==> config.mk <==
export PLATFORM = sky130hd
export DESIGN_NAME = lsu_ctrl
export DESIGN_NICKNAME = d
export VERILOG_FILES = /design/src/rtl/lsu_ctrl.sv
export SDC_FILE = /design/constraint.sdc
export NUM_CORES = 1
export LEC_CHECK = 0
export ABC_AREA = 0
export CELL_PAD_IN_SITES_DETAIL_PLACEMENT = 1
export CELL_PAD_IN_SITES_GLOBAL_PLACEMENT = 1
export CORE_MARGIN = 8
export CORE_UTILIZATION = 30
export DETAILED_ROUTE_END_ITERATION = 8
export HOLD_SLACK_MARGIN = 0.08
export PLACE_DENSITY_LB_ADDON = 0.1
export SKIP_CTS_REPAIR_TIMING = 1
export SLEW_MARGIN = 10
export SYNTH_ARGS = -nofsm -noshare
export SYNTH_HDL_FRONTEND = slang
export SYNTH_SLANG_ARGS = --single-unit
==> constraint.sdc <==
create_clock -name clk -period 5.07 [get_ports clk]
set_input_delay 1.014 -clock clk [delete_from_list [all_inputs] [get_ports clk]]
set_output_delay 1.014 -clock clk [all_outputs]
set_load 0.05 [all_outputs]
==> src/rtl/lsu_ctrl.sv <==
// Load/store unit for the MEMORY stage: one op at a time over a req/gnt/rvalid
// data bus, with lane steering, load extension, fault flags and a pc stall.
module lsu_ctrl #(
    parameter int  XLEN    = 32,
    parameter int  TIMEOUT = 255,
    localparam int BE_W    = XLEN / 8
) (
    input  logic            clk,
    input  logic            reset,
    input  logic            req_valid_i,
    output logic            req_ready_o,
    input  logic            ld_i,
    input  logic            st_i,
    input  logic [1:0]      size_i,
    input  logic            unsigned_i,
    input  logic [XLEN-1:0] addr_i,
    input  logic [XLEN-1:0] wdata_i,
    input  logic [4:0]      rd_idx_i,
    input  logic            flush_i,
    output logic            bus_req_o,
    output logic            bus_we_o,
    output logic [XLEN-1:0] bus_addr_o,
    output logic [BE_W-1:0] bus_be_o,
    output logic [XLEN-1:0] bus_wdata_o,
    input  logic            bus_gnt_i,
    input  logic            bus_rvalid_i,
    input  logic [XLEN-1:0] bus_rdata_i,
    input  logic            bus_err_i,
    output logic            rsp_valid_o,
    output logic            rsp_rd_wen_o,
    output logic [4:0]      rsp_rd_idx_o,
    output logic [XLEN-1:0] rsp_rd_wdata_o,
    output logic            ld_misalign_o,
    output logic            st_misalign_o,
    output logic            bus_err_o,
    output logic            stall_o
);
    localparam int OFF_W = $clog2(BE_W);
    localparam int CNT_W = (TIMEOUT > 1) ? $clog2(TIMEOUT + 1) : 1;
    // Value of the counter in the last cycle allowed before giving up.
    localparam logic [CNT_W-1:0] CNT_LAST = CNT_W'((TIMEOUT > 0) ? TIMEOUT - 1 : 0);

    typedef enum logic [1:0] {S_IDLE, S_REQ, S_WAIT, S_RESP} state_t;

    state_t            state_reg, state_next;
    logic [CNT_W-1:0]  cnt_reg;
    logic              ld_reg, we_reg, uns_reg, flushed_reg;
    logic              ld_mis_reg, st_mis_reg, err_reg;
    logic [1:0]        size_reg;
    logic [OFF_W-1:0]  off_reg;
    logic [4:0]        rd_idx_reg;
    logic [XLEN-1:0]   addr_reg, wdata_reg, rdata_reg;
    logic [BE_W-1:0]   be_reg;

    logic [OFF_W-1:0]  off;
    logic [3:0]        nbytes;
    logic              misalign, accept, timed_out;
    logic              capture_rsp, timeout_hit, flush_keep;
    logic [BE_W-1:0]   be_c;
    logic [XLEN-1:0]   wdata_sh, rdata_sh, rdata_ext;
    logic              show, fault;

    assign off       = addr_i[OFF_W-1:0];
    assign nbytes    = 4'd1 << size_i;
    assign accept    = (state_reg == S_IDLE) && req_valid_i && (ld_i || st_i) && !flush_i;
    assign timed_out = (TIMEOUT != 0) && (cnt_reg == CNT_LAST);
    assign wdata_sh  = wdata_i << {off, 3'b000};
    assign rdata_sh  = bus_rdata_i >> {off_reg, 3'b000};

    // Alignment check on the incoming request; doubles never fit a 32-bit bus.
    always_comb begin
        misalign = 1'b0;
        case (size_i)
            2'd1:    misalign = addr_i[0];
            2'd2:    misalign = (addr_i[1:0] != 2'b00);
            2'd3:    misalign = (XLEN == 32) || (addr_i[2:0] != 3'b000);
            default: misalign = 1'b0;
        endcase
    end

    // One byte-lane enable per lane: lane lies inside [off, off+nbytes).
    generate
        for (genvar gi = 0; gi < BE_W; gi++) begin : g_be
            assign be_c[gi] = (size_i == 2'd3) ||
                              ((gi >= int'(off)) && (gi < int'(off) + int'(nbytes)));
        end
    endgenerate

    // Load extension: fill with the sign (or zero) and overlay the low bytes.
    always_comb begin
        rdata_ext = rdata_sh;
        case (size_reg)
            2'd0: begin
                rdata_ext       = {XLEN{~uns_reg & rdata_sh[7]}};
                rdata_ext[7:0]  = rdata_sh[7:0];
            end
            2'd1: begin
                rdata_ext       = {XLEN{~uns_reg & rdata_sh[15]}};
                rdata_ext[15:0] = rdata_sh[15:0];
            end
            2'd2: begin
                rdata_ext       = {XLEN{~uns_reg & rdata_sh[31]}};
                rdata_ext[31:0] = rdata_sh[31:0];
            end
            default: rdata_ext = rdata_sh;
        endcase
    end

    // State register.
    always_ff @(posedge clk or posedge reset) begin
        if (reset) state_reg <= S_IDLE;
        else       state_reg <= state_next;
    end

    // Next-state and datapath events; a grant in the flush cycle wins over the abort.
    always_comb begin
        state_next  = state_reg;
        capture_rsp = 1'b0;
        timeout_hit = 1'b0;
        flush_keep  = 1'b0;
        case (state_reg)
            S_IDLE: if (accept) state_next = misalign ? S_RESP : S_REQ;
            S_REQ: begin
                if (bus_gnt_i) begin
                    state_next  = bus_rvalid_i ? S_RESP : S_WAIT;
                    capture_rsp = bus_rvalid_i;
                    flush_keep  = flush_i;
                end else if (flush_i) begin
                    state_next = S_IDLE;
                end else if (timed_out) begin
                    state_next  = S_RESP;
                    timeout_hit = 1'b1;
                end
            end
            S_WAIT: begin
                flush_keep = flush_i;
                if (bus_rvalid_i) begin
                    state_next  = S_RESP;
                    capture_rsp = 1'b1;
                end else if (timed_out) begin
                    state_next  = S_RESP;
                    timeout_hit = 1'b1;
                end
            end
            S_RESP:  state_next = S_IDLE;
            default: state_next = S_IDLE;
        endcase
    end

    // Request latch, timeout counter and response capture.
    always_ff @(posedge clk or posedge reset) begin
        if (reset) begin
            cnt_reg     <= '0;
            ld_reg      <= 1'b0;
            we_reg      <= 1'b0;
            uns_reg     <= 1'b0;
            flushed_reg <= 1'b0;
            ld_mis_reg  <= 1'b0;
            st_mis_reg  <= 1'b0;
            err_reg     <= 1'b0;
            size_reg    <= 2'd0;
            off_reg     <= '0;
            rd_idx_reg  <= 5'd0;
            addr_reg    <= '0;
            wdata_reg   <= '0;
            rdata_reg   <= '0;
            be_reg      <= '0;
        end else begin
            if (accept) begin
                cnt_reg     <= '0;
                ld_reg      <= ld_i;
                we_reg      <= st_i;
                uns_reg     <= unsigned_i;
                flushed_reg <= 1'b0;
                ld_mis_reg  <= ld_i & misalign;
                st_mis_reg  <= st_i & misalign;
                err_reg     <= 1'b0;
                size_reg    <= size_i;
                off_reg     <= off;
                rd_idx_reg  <= rd_idx_i;
                addr_reg    <= {addr_i[XLEN-1:OFF_W], {OFF_W{1'b0}}};
                wdata_reg   <= wdata_sh;
                rdata_reg   <= '0;
                be_reg      <= be_c;
            end
            if (state_reg == S_REQ || state_reg == S_WAIT) cnt_reg <= cnt_reg + 1'b1;
            if (capture_rsp) begin
                err_reg   <= bus_err_i;
                rdata_reg <= rdata_ext;
            end
            if (timeout_hit) begin
                err_reg   <= 1'b1;
                rdata_reg <= '0;
            end
            if (flush_keep) flushed_reg <= 1'b1;
        end
    end

    // Bus side is driven only while requesting; response side only in RESP.
    assign bus_req_o      = (state_reg == S_REQ);
    assign bus_we_o       = bus_req_o & we_reg;
    assign bus_addr_o     = bus_req_o ? addr_reg  : '0;
    assign bus_be_o       = bus_req_o ? be_reg    : '0;
    assign bus_wdata_o    = bus_req_o ? wdata_reg : '0;
    assign req_ready_o    = (state_reg == S_IDLE);
    assign stall_o        = accept || (state_reg == S_REQ) || (state_reg == S_WAIT);
    assign show           = (state_reg == S_RESP) && !flushed_reg;
    assign fault          = ld_mis_reg | st_mis_reg | err_reg;
    assign rsp_valid_o    = show;
    assign rsp_rd_wen_o   = show & ld_reg & ~fault & (rd_idx_reg != 5'd0);
    assign rsp_rd_idx_o   = show ? rd_idx_reg : 5'd0;
    assign rsp_rd_wdata_o = (show & ld_reg & ~fault) ? rdata_reg : '0;
    assign ld_misalign_o  = show & ld_mis_reg;
    assign st_misalign_o  = show & st_mis_reg;
    assign bus_err_o      = show & err_reg;
endmodule
# Word-level counts from Yosys, hierarchy flattened
# Index checks and enable logic that the tools add are counted.
[op_classes] addsub=2 order_cmp=7 n_eq_ne=9 shift=3 n_mux=34 n_bitwise=15 reduce_logical=24
[ops] cell="two-way mux 32 bit" n=6
[ops] cell="case mux 32 bit (2 select lines)" n=1
[ops] cell="less-than comparator 1 x 32 -> 1 bit, first input constant" n=1
[ops] cell="less-than comparator 2 x 32 -> 1 bit, first input constant" n=1
[ops] cell="less-than comparator 3 x 32 -> 1 bit, first input constant" n=1
[ops] cell="<< shifter 32 x 5 -> 32 bit" n=1
[ops] cell=">> shifter 32 x 5 -> 32 bit" n=1
[ops] cell="two-way mux 8 bit" n=2
[ops] cell="two-way mux 1 bit" n=12
[ops] cell="two-way mux 2 bit" n=6
[ops] cell="bitwise AND 1 bit" n=11
[ops] cell="adder 8 x 1 -> 8 bit, second input constant" n=1
[ops] cell="== test 2 bit, second input constant" n=4
[ops] cell="== test 8 bit, second input constant" n=1
[ops] cell="logical OR 1 bit" n=8
[ops] cell="case mux 2 bit (4 select lines)" n=1
[ops] cell="logical AND 1 bit" n=7
[ops] cell="== test 2 x 1 -> 1 bit, second input constant" n=3
[ops] cell="case mux 1 bit (2 select lines)" n=3
[ops] cell="nonzero test 2 bit" n=3
[ops] cell="adder 2 x 4 -> 5 bit" n=1
[ops] cell="less-than comparator 2 x 5 -> 1 bit, first input constant" n=1
[ops] cell="two-way mux 5 bit" n=1
[ops] cell="nonzero test 5 bit" n=1
[ops] cell="11 further kinds" n=16
[totals] reg_bits=124 inputBits=113 output_inout_bits=114 wordCells=110

# Depth between registers and ports, before layout
# Gate-level depths: netlist (run 1).
[depth] depth_word=7 ltp_mapped=9 depth_no_buf=7

# Worst setup path after synthesis (run 1)
# OpenSTA, ideal clock, no wires.
[synth_path] kind="input port to output port" from="input st_i" to="output stall_o" arrival_ns=2.314 required_ns=4.056 setup_slack_ns=1.742 path_stages=5 n_path_buf=2 cell_sequence="or2_2 > and2_1 > buf_4 > buf_2 > or3_1"
[synth_via] elab_chain_cells=5
[synth_lines] item="start, declared" line_no="13" rtl="input logic st_i,"
[synth_lines] item="logical OR 1 bit" line_no="65" rtl="assign accept = (state_reg == S_IDLE) && req_valid_i && (ld_i || st_i) && !flush_i;"
[synth_lines] item="logical AND 1 bit (2 in a row)" line_no="65"
[synth_lines] item="logical OR 1 bit (2 in a row)" line_no="206" rtl="assign stall_o = accept || (state_reg == S_REQ) || (state_reg == S_WAIT);"
[synth_lines] item="end, declared" line_no="36" rtl="output logic stall_o"
# Every way passes these cells.

# Worst setup path after layout (run 1)
[layout_path] from="register state_reg[1]" to="output rsp_rd_wdata_o[30]"
[layout_via] elab_chain_cells=5
[layout_lines] item="start, declared" line_no="45" rtl="state_t state_reg, state_next;"
[layout_lines] item="start signal, assigned" line_no="112" rtl="else state_reg <= state_next;"
[layout_lines] item="== test 2 bit" line_no="207" rtl="assign show = (state_reg == S_RESP) && !flushed_reg;"
[layout_lines] item="logical AND 1 bit" line_no="207"
[layout_lines] item="bitwise AND 1 bit (2 in a row)" line_no="212" rtl="assign rsp_rd_wdata_o = (show & ld_reg & ~fault) ? rdata_reg : '0;"
[layout_lines] item="two-way mux 32 bit" line_no="212"
[layout_lines] item="end, declared" line_no="32" rtl="output logic [XLEN-1:0] rsp_rd_wdata_o,"
# Every way passes these cells.

==> results.py, run 1 <==
metrics = {
    "grt": {
        "gr-total-overflow": 0,
        "grt_pass1_vias": 6518,
        "antenna_found_initial": 2,
        "grt_usage_pct": 17.2,
        "grt_max_degree": 96,
        "grt_pass1_wl_um": 38200,
    },
    "power_and_ir_drop": {
        "ir_worst_vdd_v": 0.000407,
        "power_mw": 5.55,
        "p_per_area_mw_per_mm2": 560,
        "p_leak_nw": 4.37,
    },
    "critical_path": {
        "critical_path_arrival_ns": 3.14,
        "worstPathRequired_ns": 4.06,
        "ff2ff_path_depth": 8,
        "critPathKind": "register to output port",
        "critPathLaunch": "state_reg[1]",
        "path_max_fanout": 33,
        "rrSetupSlack_ns": 2.15,
        "end_kind": "output port",
        "critPathLaunchType": "register",
        "r2r-end": "rdata_reg[7]",
        "rr_startpoint": "state_reg[1]",
    },
    "clocking": {
        "path_clk_slew_ns": 0.06,
        "cts_root_buf": "clkbuf_16",
        "clock_latency_ns": 0.42,
        "htreeDepth": 4,
        "numCtsBuffers": 17,
        "cts_tree": "done",
        "cts_buffer_depth": 2,
        "numClockSinks": 124,
    },
    "sta": {
        "finalHoldViolations": 0,
        "period_minus_slack_ns": 4.15,
        "period_share_pct": 81.9,
        "setup_violations": 0,
        "worst_pin_slew_ns": 1.06,
        "fin_skew_ns": 0.0104,
        "maxSlewHeadroom_pct": 29.3,
        "rsz0062_at_grt": "no",
        "hold_slack_ns": 0.457,
        "maxSlewViolCount": 0,
        "worst_slack_ns": 0.919,
        "fmax_ghz": 0.241,
        "setup_tns_ns": 0,
    },
    "logic_synthesis": {
        "yosys.area.top_type_share_pct": 45.2,
        "synth_area_leaders": "dfrtp_1, nand2_1, and2_1",
        "ys_seq_area_share_pct": 45.2,
        "syn_inst": 759,
        "async_flop_share_pct": 100,
        "synth_area_sq_mm": 0.00686,
        "synth_seq_cells": 124,
        "ys_warn_count": 0,
        "synth.avg_cell_area_sq_um": 9.04,
        "yosys.area.top_type": "dfrtp_1",
        "synth-edff-count": 0,
        "synth_flop_cell": "dfrtp_1",
        "synth_cell_types": 55,
    },
    "floorplan": {
        "die_w_um": 167,
        "die-area_sq_mm": 0.0280,
        "io_pins": 227,
        "core_area_sq_mm": 0.0226,
        "initial_utilization_pct": 30.4,
        "chipHeight_um": 167,
        "num_rows": 55,
    },
    "detailed_routing": {
        "routedWlPerCell_um": 19.0,
        "via_count": 6084,
        "ant_nets": 0,
        "drt_iter0_markers": 244,
        "first_pass_iters": 4,
        "via_per_inst": 4.86,
        "postRouteWirelength_um": 23700,
        "drc": 0,
    },
    "job": {
        "max_cap_violations": 0,
    },
    "worst_hold_path": {
        "min_to": "wdata_reg[4]",
        "hp-class": "register to register",
        "worstHoldStart": "wdata_reg[4]",
        "hold_depth": 2,
    },
    "final_layout": {
        "area.growth.synth_to_final_pct": 44.5,
        "final_common_cell": "clkdlybuf4s50_1",
        "layout-drive-gt1-share_pct": 6.31,
        "layout.nets": 1075,
        "nFillCells": 2592,
        "layout_common_cells": "clkdlybuf4s50_1, nand2_1, dfrtp_1",
        "final_cell_area_sq_mm": 0.00991,
        "n_antenna_cell": 0,
    },
    "placement": {
        "place_hpwl_um": 16800,
        "dp_slack_ns": 1.01,
        "io_buffers": 224,
        "gp_congestion": 0.761,
        "dpl-instance-area_sq_mm": 0.00928,
    },
    "run_status": {
        "status": "complete, no violations",
    },
}
report_power, final:
part	switching, mW	internal, mW	leakage [nW]
clock network	0.477	0.840	0.304
logic	1.54	0.961	2.49
registers	0.304	1.43	1.58
total	2.32	3.23	4.37
logic make-up after synthesis:
kind of cell    Yosys count  share of synthesized area, %
simple gates            371                          26.2
flops                   124                          45.2
xor+xnor                  1                         0.128
compound gates          138                          14.4
buf+inv                  64                          4.34
other cells               1                        0.0547
mux                      51                          7.94
fa+ha+maj                 9                          1.75
synth_stat cells (2+ instances only):
| cell type | instances |
|---|---|
| a211oi_1 | 9 |
| a21o_1 | 2 |
| a21oi_1 | 24 |
| a22o_1 | 11 |
| a2bb2oi_1 | 7 |
| a32o_1 | 24 |
| and2_1 | 110 |
| and3_1 | 2 |
| buf_1 | 8 |
| buf_2 | 16 |
| buf_4 | 6 |
| buf_6 | 2 |
| clkbuf_1 | 26 |
| dfrtp_1 | 124 |
| ha_1 | 8 |
| inv_1 | 5 |
| mux2_2 | 9 |
| mux2_4 | 2 |
| mux2i_1 | 39 |
| nand2_1 | 202 |
| nand3_1 | 10 |
| nand4_1 | 2 |
| nor2_1 | 17 |
| nor2b_1 | 14 |
| nor3b_1 | 2 |
| o211ai_1 | 3 |
| o21a_1 | 2 |
| o21ai_0 | 34 |
| o221ai_1 | 3 |
| o31ai_1 | 11 |
stage by stage:
stage               utilization, %  instances
floorplan                        -        760
global placement              41.1       1219
detailed placement            41.1       1219
CTS                           43.9       1251
global route                  43.9       1251
finish                        43.9       1251
layer usage:
metal	wire length [um]	vias to the layer above	GRT usage (%)
li1	-	2966	-
met1	11000	2935	22.1
met2	10700	163	26.4
met3	1790	18	7.34
met4	216	2	4.11
met5	13	-	0
how the worst max path moves through the flow:
stage / to / slack (ns) / cells after the start
after CTS: rsp_rd_wdata_o[30] / 0.85 / 6
after global placement: stall_o / 1.04 / 5
after detailed placement: stall_o / 1.01 / 5
after floorplan: addr_reg[10] / 0.76 / 1
final: rsp_rd_wdata_o[30] / 0.92 / 6
after global routing: rsp_rd_wen_o / 0.71 / 6
worst max-delay path, cell delays in order (launching register included):
cell and delay (ns):
dfrtp_1 0.43, ha_1 0.18, nor2b_1 0.49, and4b_1 0.29, buf_4 0.30, and2_1 0.19
clkdlybuf4s50_1 0.82
layout make-up:
class | instances | area [sq um] | share of cell area [%]
Clock buffer | 19 | 443 | 4.47
Multi-Input combinational cell | 572 | 3470 | 35.0
Clock inverter | 13 | 189 | 1.91
Timing Repair Buffer | 232 | 2320 | 23.4
Sequential cell | 124 | 3100 | 31.3
Tap cell | 285 | 357 | 3.60
Inverter | 6 | 25.0 | 0.252
No activity file was read; power rests on OpenSTA's default activity.
==> inputs of run 2 (changes only) <==
==> constraint.sdc (replaced) <==
create_clock -name clk -period 4.3 [get_ports clk]
set_input_delay 0.86 -clock clk [delete_from_list [all_inputs] [get_ports clk]]
set_output_delay 0.86 -clock clk [all_outputs]
set_load 0.05 [all_outputs]
==> run 2 against run 1 <==
Net effect: global-route usage grew 0.23 points; die area is the same; combinational power grew 19%; sequential cell count is the same; sequential share of layout area is essentially flat; design area grew 0.15%; critical endpoint is now bus_addr_o[9]; largest cell class unchanged; highest routed layer unchanged.
==> results.py, run 2 (synthesis results as in run 1) <==
metrics = {
    "grt": {
        "antenna_found_initial": 1,
        "grt_pass1_wl_um": 38600,
        "grt_usage_pct": 17.5,
        "grt_max_degree": 81,
        "grt_pass1_vias": 6780,
        "gr-total-overflow": 0,
    },
    "detailed_routing": {
        "postRouteWirelength_um": 24100,
        "via_per_inst": 4.91,
        "routedWlPerCell_um": 19.2,
        "drc": 0,
        "ant_nets": 0,
        "first_pass_iters": 5,
        "drt_iter0_markers": 198,
        "via_count": 6157,
    },
    "clocking": {
        "clock_latency_ns": 0.42,
        "cts_tree": "done",
        "numClockSinks": 124,
        "cts_buffer_depth": 2,
        "path_clk_slew_ns": 0.06,
        "htreeDepth": 4,
        "cts_root_buf": "clkbuf_16",
        "numCtsBuffers": 17,
    },
    "power_and_ir_drop": {
        "combPwrFrac_pct": 45.6,
        "power.internal_mw": 3.81,
        "pwr-share-clk_pct": 23.4,
        "ir_worst_vdd_v": 0.000511,
        "pwr-share-seq_pct": 31.0,
        "p_leak_nw": 4.39,
        "swShare_pct": 41.7,
        "p_per_area_mw_per_mm2": 659,
        "power_switching_mw": 2.73,
    },
    "sta": {
        "period_minus_slack_ns": 3.69,
        "rsz0062_at_grt": "no",
        "fin_skew_ns": 0.0116,
        "worst_pin_slew_ns": 0.907,
        "hold_slack_ns": 0.459,
        "maxSlewViolCount": 0,
        "setup_violations": 0,
        "fmax_ghz": 0.271,
        "maxSlewHeadroom_pct": 39.5,
        "finalHoldViolations": 0,
        "period_share_pct": 85.7,
        "setup_tns_ns": 0,
    },
    "critical_path": {
        "cpPeakStageDelay_ns": 0.80,
        "end_kind": "output port",
        "critPathKind": "register to output port",
        "worstPathRequired_ns": 3.44,
        "ff2ff_path_depth": 8,
        "r2r-end": "rdata_reg[12]",
        "critical_path_arrival_ns": 2.83,
        "critPathLaunchType": "register",
        "crit_path_cell_trace": "inv_1, ha_2, buf_4, and2_1, clkdlybuf4s50_1",
        "rr_startpoint": "state_reg[1]",
        "critPathSlowestCell": "clkdlybuf4s50_1",
        "path_max_fanout": 30,
        "rrSetupSlack_ns": 1.40,
    },
    "floorplan": {
        "chipHeight_um": 167,
        "io_pins": 227,
        "die-area_sq_mm": 0.0280,
        "die_w_um": 167,
        "initial_utilization_pct": 30.4,
        "num_rows": 55,
        "core_area_sq_mm": 0.0226,
    },
    "run_status": {
        "status": "complete, no violations",
    },
    "placement": {
        "gp_congestion": 0.779,
        "place_hpwl_um": 17400,
        "io_buffers": 224,
        "dpl-instance-area_sq_mm": 0.00930,
    },
    "final_layout": {
        "layout_common_cells": "clkdlybuf4s50_1, nand2_1, dfrtp_1",
        "n_antenna_cell": 0,
        "layout.nets": 1080,
        "layout-drive-gt1-share_pct": 6.80,
        "area.growth.synth_to_final_pct": 44.7,
        "final_common_cell": "clkdlybuf4s50_1",
        "final_util_pct": 44.0,
        "final_cell_area_sq_mm": 0.00993,
        "nFillCells": 2578,
    },
    "worst_hold_path": {
        "hold_depth": 2,
        "hp-class": "register to register",
        "worstHoldStart": "wdata_reg[6]",
        "min_to": "wdata_reg[6]",
    },
    "job": {
        "max_cap_violations": 0,
    },
}
==> run 2: cell count changes in the layout (fill, tap and decap cells not counted), sizes merged <==
cell / before / now
buf: 9 / 15
clkinv: 5 / 6
clkdlybuf4s50: 223 / 222
inv: 8 / 5
clkbuf: 19 / 20
==> run 2: how the worst max path moves through the flow <==
stage | startpoint | slack [ns] | endpoint | cells after the start
after floorplan | reset | 0.14 | addr_reg[10] | 1
after global placement | state_reg[1] | 1.05 | bus_addr_o[19] | 5
after detailed placement | state_reg[1] | 0.98 | bus_addr_o[19] | 5
after CTS | state_reg[1] | 0.53 | bus_addr_o[19] | 5
after global routing | state_reg[1] | 0.43 | bus_addr_o[18] | 5
final | state_reg[1] | 0.61 | bus_addr_o[9] | 5
==> run 2: metrics by stage <==
stage | worst slack [ns] | std cells | power [mW]
floorplan | 0.141 | 760 | 4.08
global placement | 1.05 | 1224 | 5.01
detailed placement | 0.980 | 1224 | 5.06
CTS | 0.531 | 1255 | 6.64
global route | 0.427 | 1255 | 6.97
finish | 0.614 | 1255 | 6.54
==> run 2: metal layers <==
layer  global-route usage (%)  vias up  wire [um]
met5                        0        -         13
met4                     5.63        2        490
met3                     6.89       31       1740
met2                     27.3      168      10800
met1                     21.8     2983      11100
li1                         -     2973          -
==> run 2: area by class of cell <==
cell class              instances  area (sq um)  area share, %
clock buffers                  20           457           4.60
clock inverters                11           168           1.69
inverters                       6          25.0          0.252
multi-input cells             572          3470           35.0
flip-flops and latches        124          3100           31.3
well taps                     285           357           3.59
repair buffers                237          2340           23.6
==> run 2: power by group through the flow <==
stage / Combinational [mW] / Clock (mW) / Sequential, mW
global placement: 2.96 / 0 / 2.05
finish: 2.98 / 1.53 / 2.03
detailed placement: 3.02 / 0 / 2.04
global route: 3.25 / 1.62 / 2.10
CTS: 3.03 / 1.57 / 2.04
floorplan: 2.19 / 0 / 1.89
==> run 2: critical path: cells and delay by family (launching register included) <==
family,cells,cell delay (ns)
buf+inv,3,1.24
simple gates,1,0.18
fa+ha+maj,1,0.53
flops,1,0.42
==> inputs of run 3 (changes only) <==
--- a/config.mk
+++ b/config.mk
@@ -11,6 +11,7 @@
 export CORE_MARGIN = 8
 export CORE_UTILIZATION = 30
 export DETAILED_ROUTE_END_ITERATION = 8
+export GPL_TIMING_DRIVEN = 0
 export HOLD_SLACK_MARGIN = 0.08
 export PLACE_DENSITY_LB_ADDON = 0.1
 export SKIP_CTS_REPAIR_TIMING = 1
==> run 3 against run 2 <==
Net effect: utilization rose by 1.0 points; largest power group unchanged; non-clock buffer count rose by 46; sequential cell count stayed put; sequential power down 2%; routed wire length is 5.8% higher; combinational power grew 5%; clock skew about the same; worst hold slack worse by 0.0017 ns; via count is 3.4% higher.
==> results.py, run 3 (synthesis results as in run 1) <==
metrics = {
    "critical_path": {
        "critPathSlowestCell": "clkdlybuf4s50_1",
        "cpMostUsedCell": "clkbuf_1",
        "cp_top_family": "buffers and inverters",
        "rrSetupSlack_ns": 1.71,
        "critPathKind": "register to output port",
        "crit_path_cell_trace": "ha_1, nor2b_1, clkbuf_1, and4b_2, clkbuf_1, and2_1, clkdlybuf4s50_1",
        "path_max_fanout": 10,
        "worstPathRequired_ns": 3.44,
        "ff2ff_path_depth": 9,
        "critPathLaunchType": "register",
        "end_kind": "output port",
        "cpPeakStageDelay_ns": 0.80,
        "path_depth": 7,
        "critical_path_arrival_ns": 3.18,
        "path_buf_inv": 3,
    },
    "clocking": {
        "clock_latency_ns": 0.41,
        "cts_buffer_depth": 2,
        "numCtsBuffers": 17,
        "path_clk_slew_ns": 0.06,
        "htreeDepth": 4,
        "cts_tree": "done",
        "cts_root_buf": "clkbuf_16",
        "numClockSinks": 124,
    },
    "floorplan": {
        "die-area_sq_mm": 0.0280,
        "die_w_um": 167,
        "chipHeight_um": 167,
        "num_rows": 55,
        "io_pins": 227,
        "core_area_sq_mm": 0.0226,
        "initial_utilization_pct": 30.4,
    },
    "detailed_routing": {
        "drc": 0,
        "routedWlPerCell_um": 19.6,
        "first_pass_iters": 5,
        "postRouteWirelength_um": 25500,
        "drt_iter0_markers": 284,
        "via_per_inst": 4.88,
        "ant_nets": 0,
        "via_count": 6364,
    },
    "placement": {
        "place_hpwl_um": 19600,
        "dp.cells": 1270,
        "dpl-instance-area_sq_mm": 0.00949,
        "gp_congestion": 0.835,
        "io_buffers": 224,
    },
    "sta": {
        "period_share_pct": 93.9,
        "rsz0062_at_grt": "no",
        "setup_tns_ns": 0,
        "fmax_ghz": 0.248,
        "finalHoldViolations": 0,
        "setup_violations": 0,
        "fin_skew_ns": 0.0112,
        "maxSlewHeadroom_pct": 51.1,
        "period_minus_slack_ns": 4.04,
        "worst_pin_slew_ns": 0.733,
        "maxSlewViolCount": 0,
    },
    "power_and_ir_drop": {
        "power.internal_mw": 3.87,
        "ir_worst_vdd_v": 0.000327,
        "power_switching_mw": 2.78,
        "power_mw": 6.65,
        "swShare_pct": 41.8,
        "combPwrFrac_pct": 47.1,
        "pwr-share-clk_pct": 23.1,
        "pwr-share-seq_pct": 29.7,
        "p_per_area_mw_per_mm2": 655,
        "p_leak_nw": 4.68,
    },
    "run_status": {
        "status": "complete, no violations",
    },
    "grt": {
        "grt_pass1_wl_um": 40800,
        "grt_usage_pct": 18.5,
        "antenna_found_initial": 1,
        "grt_pass1_vias": 6953,
        "grt_max_degree": 84,
        "gr-total-overflow": 0,
    },
    "final_layout": {
        "final_util_pct": 45.0,
        "layout_common_cells": "clkdlybuf4s50_1, nand2_1, dfrtp_1",
        "multi_input_area_sq_mm": 0.00346,
        "regArea_sq_mm": 0.00310,
        "layout.nets": 1126,
        "fin_cells": 1303,
        "final_common_cell": "clkdlybuf4s50_1",
        "nFillCells": 2591,
        "final_cell_area_sq_mm": 0.0102,
        "layout-drive-gt1-share_pct": 7.37,
        "area.growth.synth_to_final_pct": 48.0,
    },
    "job": {
        "max_cap_violations": 0,
    },
    "worst_hold_path": {
        "hp-class": "register to register",
        "hold_depth": 2,
    },
}
run 3: cell types whose count changed in the layout (fill, tap and decap cells not counted), moves of 2 or more:
cell / delta
buf_6: +2
clkbuf_1: +26
buf_1: +8
buf_2: +15
buf_4: -7
clkdlybuf4s50_1: -9
dlymetal6s2s_1: +11
run 3: area by class of cell:
| type | count | share of cell area (%) |
|---|---|---|
| diodes | 1 | 0.0246 |
| plain buffers | 58 | 2.72 |
| clock buffers | 21 | 4.53 |
| clock inverters | 11 | 1.64 |
| inverters | 6 | 0.271 |
| multi-input cells | 572 | 34.1 |
| flip-flops and latches | 124 | 30.6 |
| well taps | 285 | 3.51 |
| repair buffers | 225 | 22.6 |
run 3: path summary, 6_finish.rpt:
| path | from | end |
|---|---|---|
| worst max-delay path | state_reg[1] | rsp_rd_wdata_o[6] |
| worst min-delay path | wdata_reg[5] | wdata_reg[5] |
| worst max register to register | state_reg[1] | rdata_reg[23] |
| worst min register to register | wdata_reg[5] | wdata_reg[5] |
| max in group asynchronous | reset | rdata_reg[14] |
| min in group asynchronous | reset | addr_reg[20] |
run 3: worst min-delay path, stage by stage (launching register included):
cell and delay, ns:
dfrtp_1 0.33, nand2_1 0.05, nand2_1 0.04
run 3: metal layers:
layer / global-route usage, % / up-vias / routed length [um]
met5: 0 / - / 0
met4: 5.01 / 0 / 401
met3: 6.54 / 20 / 1960
met2: 29.1 / 178 / 11600
met1: 23.7 / 3092 / 11600
li1: - / 3074 / -
run 3: metrics by stage:
stage / hold slack (ns) / worst slack (ns)
final: 0.458 / 0.264
after global routing: 0.480 / 0.0638
after CTS: 0.461 / -0.109
after detailed placement: 0.449 / 0.139
after global placement: 0.443 / -2.10
after floorplan: 0.431 / 0.141
run 3: power by group through the flow:
stage               Sequential (mW)  Clock [mW]  Combinational, mW
global route                   2.06        1.63               3.42
detailed placement             2.00           0               3.17
global placement               1.98           0               3.13
finish                         1.98        1.54               3.13
CTS                            1.98        1.58               3.19
floorplan                      1.89           0               2.19
